--- src/rtl/psum_collector.sv ---
// psum_collector: accumulates a programmed number of signed row-sum vectors into
// per-row saturating partial sums, then drains them one row per beat on a valid/ready stream.
module psum_collector #(
  parameter int DWD   = 16,
  parameter int PEROW = 4,
  parameter int PSWD  = 24,
  parameter int CNTWD = 8,
  localparam int RW   = (PEROW > 1) ? $clog2(PEROW) : 1
) (
  input  logic                      i_clk,
  input  logic                      i_rst,
  input  logic                      i_start,
  input  logic [CNTWD-1:0]          i_len,
  input  logic                      i_sum_valid,
  output logic                      o_sum_ready,
  input  logic [PEROW-1:0][DWD-1:0] i_sum,
  output logic                      o_psum_valid,
  input  logic                      i_psum_ready,
  output logic [PSWD-1:0]           o_psum,
  output logic [RW-1:0]             o_psum_row,
  output logic                      o_psum_last,
  output logic                      o_busy,
  output logic                      o_done
);

  typedef enum logic [1:0] {
    IDLE  = 2'd0,
    ACC   = 2'd1,
    DRAIN = 2'd2
  } state_t;

  localparam logic [RW-1:0]   LAST_ROW = RW'(PEROW - 1);
  localparam logic [PSWD-1:0] SAT_MAX  = {1'b0, {(PSWD-1){1'b1}}};
  localparam logic [PSWD-1:0] SAT_MIN  = {1'b1, {(PSWD-1){1'b0}}};

  state_t           state_reg, state_next;
  logic [PSWD-1:0]  acc_reg [PEROW];
  logic [PSWD-1:0]  sat_sum [PEROW];
  logic [CNTWD-1:0] cnt_reg, cnt_next;
  logic [RW-1:0]    row_reg, row_next;
  logic             done_reg, done_next;
  logic             acc_clear, acc_en;
  logic             last_row;

  assign last_row = (row_reg == LAST_ROW);

  // One widened adder and clamp per row; overflow shows as disagreeing top bits.
  genvar gi;
  generate
    for (gi = 0; gi < PEROW; gi++) begin : g_row
      logic [PSWD:0] wide_sum;
      assign wide_sum = {acc_reg[gi][PSWD-1], acc_reg[gi]}
                      + {{(PSWD+1-DWD){i_sum[gi][DWD-1]}}, i_sum[gi]};
      assign sat_sum[gi] = (wide_sum[PSWD] == wide_sum[PSWD-1]) ? wide_sum[PSWD-1:0]
                         : (wide_sum[PSWD] ? SAT_MIN : SAT_MAX);
    end
  endgenerate

  always_comb begin
    state_next = state_reg;
    cnt_next   = cnt_reg;
    row_next   = row_reg;
    done_next  = 1'b0;
    acc_clear  = 1'b0;
    acc_en     = 1'b0;
    case (state_reg)
      IDLE: begin
        if (i_start) begin
          acc_clear  = 1'b1;
          cnt_next   = i_len;
          row_next   = '0;
          state_next = (i_len == '0) ? DRAIN : ACC;
        end
      end
      ACC: begin
        if (i_sum_valid) begin
          acc_en   = 1'b1;
          cnt_next = cnt_reg - CNTWD'(1);
          if (cnt_reg == CNTWD'(1)) begin
            state_next = DRAIN;
          end
        end
      end
      DRAIN: begin
        if (i_psum_ready) begin
          if (last_row) begin
            row_next   = '0;
            state_next = IDLE;
            done_next  = 1'b1;
          end else begin
            row_next = row_reg + RW'(1);
          end
        end
      end
      default: state_next = IDLE;
    endcase
  end

  always_ff @(posedge i_clk) begin
    if (i_rst) begin
      state_reg <= IDLE;
      cnt_reg   <= '0;
      row_reg   <= '0;
      done_reg  <= 1'b0;
      for (int r = 0; r < PEROW; r++) begin
        acc_reg[r] <= '0;
      end
    end else begin
      state_reg <= state_next;
      cnt_reg   <= cnt_next;
      row_reg   <= row_next;
      done_reg  <= done_next;
      for (int r = 0; r < PEROW; r++) begin
        if (acc_clear) begin
          acc_reg[r] <= '0;
        end else if (acc_en) begin
          acc_reg[r] <= sat_sum[r];
        end
      end
    end
  end

  // Drain data is forced to zero outside DRAIN so idle outputs stay quiet.
  assign o_sum_ready  = (state_reg == ACC);
  assign o_psum_valid = (state_reg == DRAIN);
  assign o_psum       = (state_reg == DRAIN) ? acc_reg[row_reg] : '0;
  assign o_psum_row   = row_reg;
  assign o_psum_last  = (state_reg == DRAIN) && last_row;
  assign o_busy       = (state_reg != IDLE);
  assign o_done       = done_reg;

endmodule
--- config.mk ---
export PLATFORM = sky130hd
export DESIGN_NAME = psum_collector
export DESIGN_NICKNAME = d
export VERILOG_FILES = /design/src/rtl/psum_collector.sv
export SDC_FILE = /design/constraint.sdc
export NUM_CORES = 1
export LEC_CHECK = 0
export ABC_AREA = 1
export BUFFER_PORTS_ARGS = -buffer_cell sky130_fd_sc_hd__clkbuf_2
export CORE_MARGIN = 2
export CORE_UTILIZATION = 35
export DETAILED_ROUTE_END_ITERATION = 16
export PLACE_DENSITY_LB_ADDON = 0.15
export SLEW_MARGIN = 30
export SYNTH_ARGS = -nofsm -noshare
export SYNTH_HDL_FRONTEND = slang
export SYNTH_SLANG_ARGS = --single-unit
--- constraint.sdc ---
create_clock -name i_clk -period 4.3 [get_ports i_clk]
set_input_delay 0.215 -clock i_clk [delete_from_list [all_inputs] [get_ports i_clk]]
set_output_delay 0.215 -clock i_clk [all_outputs]
set_load 0.01 [all_outputs]
=== Word-level counts from Yosys, hierarchy flattened ===
Memory sizes are Yosys's and may differ from the RTL's. A register that Yosys moved wholly into a read port is not among the register bits.
Index checks and enable logic that the tools add are counted.

* Memory bits (writable): 96
* Register bits: 13
* Logic and storage cells: 91
* Output and inout port bits: 31
* Memories: 1
* Input port bits: 77

{| class="wikitable"
|+ Memory list
! memory !! depth !! bits a word !! rd ports !! clocked after memory_dff !! wr ports !! RTL line !! RTL
|-
| acc_reg || 4 || 24 || 5 || 1 || 4 || 37 || <nowiki>logic [PSWD-1:0] acc_reg [PEROW];</nowiki>
|}

* Muxes and demuxes: 47
* Reductions and logical operators: 10
* Add/sub/neg operators: 6
* Bitwise gates (word level): 10
* Equal/unequal tests: 13

{| class="wikitable"
|+ Operators with widths
! cell !! count
|-
| $mux W24 || 17
|-
| $add A24 B16 Y25 || 4
|-
| $mux W2 || 11
|-
| $mux W8 || 2
|-
| $pmux W8 S2 || 1
|-
| $mux W1 || 14
|-
| $eq A8 B1 Y1 const B || 1
|-
| $logic_not A8 Y1 || 1
|-
| $or A1 B1 Y1 || 8
|-
| $sub A8 B1 Y8 const B || 1
|-
| $ne A2 B1 Y1 const B || 3
|-
| $pmux W2 S3 || 1
|-
| $reduce_and A3 Y1 || 2
|-
| $reduce_bool A2 Y1 || 3
|-
| $reduce_and A5 Y1 || 1
|-
| $eq A1 B1 Y1 || 4
|-
| $eq A2 B2 Y1 const B || 2
|-
| $ne A2 B2 Y1 const B || 2
|-
| $pmux W2 S2 || 1
|-
| $reduce_or A3 Y1 || 1
|-
| $add A2 B1 Y2 const B || 1
|-
| $eq A2 B1 Y1 const B || 1
|-
| $logic_not A2 Y1 || 1
|-
| $not A1 Y1 || 2
|-
| $logic_and A1 B1 Y1 || 1
|}

=== Longest topological paths before layout ===
* Word-level depth: 7
* Mapped depth: 16
* Gate-level depth less buffers: 15

=== Worst setup path after synthesis ===
Ideal clock, no wire load.

* Kind: reg-to-reg
* From: reg state_reg[0]
* To: mem acc_reg[0][0], enable pin
* Period minus slack after synthesis: 3.097 ns
* Cell stages (with the launch flop): 7
* Path buffers: 0
* Setup time: 0.436 ns
* Data required time: 3.864 ns
* Setup slack: 1.203 ns
* Arrival time: 2.661 ns
* Path through: dfxtp_1 > inv_2 > nor2_2 > nand2_1 > nand2_1 > nand2_1 > nand2_1

{| class="wikitable"
|+ RTL lines
! what !! RTL line !! RTL
|-
| start: declaration || 36 || <nowiki>state_t state_reg, state_next;</nowiki>
|-
| start signal: assignment || 109 || <nowiki>state_reg <= state_next;</nowiki>
|-
| end: declaration || 37 ||
|}

=== Worst setup path after layout ===
* From: reg state_reg[1]
* To: out o_psum[17]

* Word-level cells in the longest chain between the ends: 2

{| class="wikitable"
|+ RTL lines
! what !! RTL line !! RTL
|-
| $eq A2 B2 Y1 || 126 || <nowiki>assign o_psum = (state_reg == DRAIN) ? acc_reg[row_reg] : '0;</nowiki>
|-
| $mux W24 || 126 ||
|-
| end: declaration || 19 || <nowiki>output logic [PSWD-1:0] o_psum,</nowiki>
|}

No other way between the ends.

==> summary.md <==
| Metric | Value |
|---|---|
| Slew Limit Fails | `0` |
| Final setup violation count | `0` |
| CTS tree | `yes` |
| Post-synth top area share | `approximately a quarter` |
| Fmax | `around 0.33 GHz` |
| Cts hold-fix bufs | `0` |
| Critical-path cell list | `inv_1 > nor2_1 > clkinv_1 > a21oi_1 > clkbuf_2` |
| CTS max path bufs | `2` |
| Lkg Pwr | `approximately 0.0067 µW` |
| Non-Filler Instances | `2363` |
| Vias in the first global route | `between 10000 and 15000` |
| Initial Util | `a little over a third` |
| TNS Setup | `0 ps` |
| CP startpoint kind | `flip-flop` |
| Worst path buffer plus inverter count | `3` |
| Top-count cell post-synth | `nand2_1` |
| Final Cycle Share | `70.3%` |
| DR iter-0 viols | `821` |
| DR vias | `approximately 12000` |
| WP data required | `4090 ps` |
| WP data arrival | `2810 ps` |
| Slowest stage delay, CP | `820 ps` |
| Worst-Skew Late Latency | `between 300 and 400 ps` |
| Detailed Routing Iterations Pass 1 | `5` |
| Global-route wire length before repair | `approximately 63 mm` |
| Die ar. | `0.0356 mm²` |
| Hold Vio Cnt, Final | `0` |
| R2R depth | `15` |
| Worst min path class | `in -> reg` |
| HPWL after detailed placement | `~32 mm` |
| Mapped Area | `roughly 0.012 mm²` |
| Cell Rows | `67` |
| WHS Path Cells | `3` |
| Num CTS Buffers | `9` |
| Delay-heaviest family, CP | `buffers and inverters` |
| Post-synth top cells | `521 x nand2_1, 219 x nor2_1, 206 x inv_1, 149 x nand3_1, 143 x a21oi_1` |
| Synth-to-layout area growth | `10.3%` |
| WL final | `approximately 40 mm` |
| Overall die height | `189 µm` |
| DRC viols | `0` |
| Die X | `about 190 µm` |
| Slew margin rel. | `roughly 28%` |
| Flop2flop setup slack | `roughly 1300 ps` |
| Layout cells sized above 1 | `9.77%` |
| Worst Path Max Fanout | `27` |
| Clk Tree Root Cell | `clkbuf_16` |
| Setup bufs post-CTS | `0` |
| Setup CP Type | `reg -> out` |
| Core ar. | `roughly 0.034 mm²` |
| Clock period minus final worst setup slack | `~3000 ps` |
| Fillers | `roughly 3700` |
| Hold EP | `o_done` |
| Hold_sp | `i_psum_ready` |
| Slew at the pin closest to its max-slew limit | `approximately 1100 ps` |
| Routed Antenna Nets | `0` |
| Post-CTS sizing | `0` |
| Worst reg2reg path endpoint | `acc_reg[2][2]` |
| Total GRT Usage | `a little under a quarter` |
| Cell Count Post-Placement | `2347` |
| Seq/Total Area, Yosys | `26.6%` |
| Status | `finished clean` |
| GPL Wtd Cong | `between 0.9 and 1` |
| Synth Warn # | `0` |
| Clk sink count | `around 110` |
| Crit path capture type | `primary output` |
| Top area cells in the synthesized netlist | `edfxtp_1 24%, nand2_1 16%, ha_1 10%, nor2_1 6.9%, inv_1 6.5%` |
| RSZ-0062 raised after global routing | `no` |
| Skew final | `just over 10 ps` |
| Flops & latches, synth | `111` |
| Initial antenna violation count | `2` |
| Mapped Nets | `between 2000 and 2500` |
| Nets | `approximately 2100` |
| H-Tree Depth | `3` |
| Peak supply drop | `between 200 and 300 µV` |
| PD cells | `441 mW/mm²` |
| Asr flop ratio synth | `0%` |
| Global route overflow | `0` |
| Post-Syn Instances | `approximately 1800` |
| RR Startpoint | `acc_reg[2][0]` |
| Max reg flops | `96` |
| Cell taking the most area after synthesis | `edfxtp_1` |
| Critical path's slowest cell | `clkinv_1` |
| # diodes | `0` |
| EDFF count, synth | `96` |
| Synth Flop Type | `edfxtp_1` |
| Syn Area/Cell | `6.54 µm²` |
| Drt via density | `5.15` |
| Largest net degree at the start of global routing | `just under 60` |
| Max-cap viol count | `0` |
| Clk slew on worst S/H paths | `80 ps` |
| I/O Buffers | `roughly 110` |
| Synth unique cells | `between 40 and 50` |
| DR WL/cell | `17.0 µm` |
| Io pins | `between 100 and 150` |
[layer usage]
layer | GRT usage, % | vias up | share of wire [%]
met5 | 0 | - | 0.040
met4 | 4.57 | 2 | 1.5
met3 | 3.17 | 35 | 4.9
met2 | 37.9 | 306 | 46
met1 | 31.2 | 5605 | 48
li1 | - | 6228 | -
[kinds of logic after synthesis]
| kind of cell | share of synthesized area (%) |
|---|---|
| AOI/OAI and AO/OA | 13.0 |
| xor gates and xnor gates | 4.47 |
| adders and majority gates | 11.0 |
| buffers and inverters | 8.53 |
| DFF | 26.6 |
| and+or+nand+nor | 36.3 |
[per-stage QoR]
step	worst slack (ps)	hold slack (ps)	util, %	area [µm²]	power (µW)
after global routing	1000	98.4	39.2	13200	6320
after CTS	1230	72.6	39.2	13200	5830
after floorplan	1200	287	-	12000	4010
after global placement	1360	489	38.3	12900	4900
final	1280	92.3	39.2	13200	5820
after detailed placement	1280	483	38.3	12900	4910
[layout by cell type, fill, tap and decap left out, types with 7 or more instances in the layout]
cell	count
nor3_1	15
nand3_2	8
xor2_1	26
and2_1	7
inv_1	206
a31oi_1	7
o21ai_0	98
edfxtp_1	96
xnor2_1	35
dfxtp_1	14
nand3_1	148
a21oi_1	143
ha_1	99
nor2_2	9
clkbuf_2	107
o21bai_1	17
nand4_1	50
nor2_1	219
nand2_2	18
o21ai_2	9
buf_4	7
clkbuf_16	10
nand2_1	519
[power by group]
part           internal (µW)  total (µW)  switching, µW
registers               1470        1660            185
clock network            436         907            471
logic                   1060        3250           2190
[cell type report]
type / count / area (µm²) / area share, %
Multi-Input combinational cell: 1463 / 7760 / 58.9
Sequential cell: 111 / 3180 / 24.2
Inverter: 211 / 792 / 6.01
Timing Repair Buffer: 114 / 588 / 4.46
Tap cell: 448 / 561 / 4.25
Clock buffer: 11 / 254 / 1.93
Clock inverter: 5 / 38.8 / 0.294
[worst max path at each step]
stage,from,endpoint,slack [ps],depth (start not counted)
after detailed placement,acc_reg[1][0],acc_reg[1][5],1280,15
after floorplan,state_reg[0],acc_reg[0][0],1200,6
after global placement,acc_reg[1][0],acc_reg[1][5],1360,15
after global routing,acc_reg[2][0],acc_reg[2][5],1000,15
final,state_reg[1],o_psum[17],1280,5
after CTS,acc_reg[1][0],acc_reg[1][5],1230,15
[worst min-delay path, stage by stage]
cell      delay [ps]
clkbuf_2          90
nand2_1           80
nor3_1            50
No activity file was read; power rests on OpenSTA's default activity.
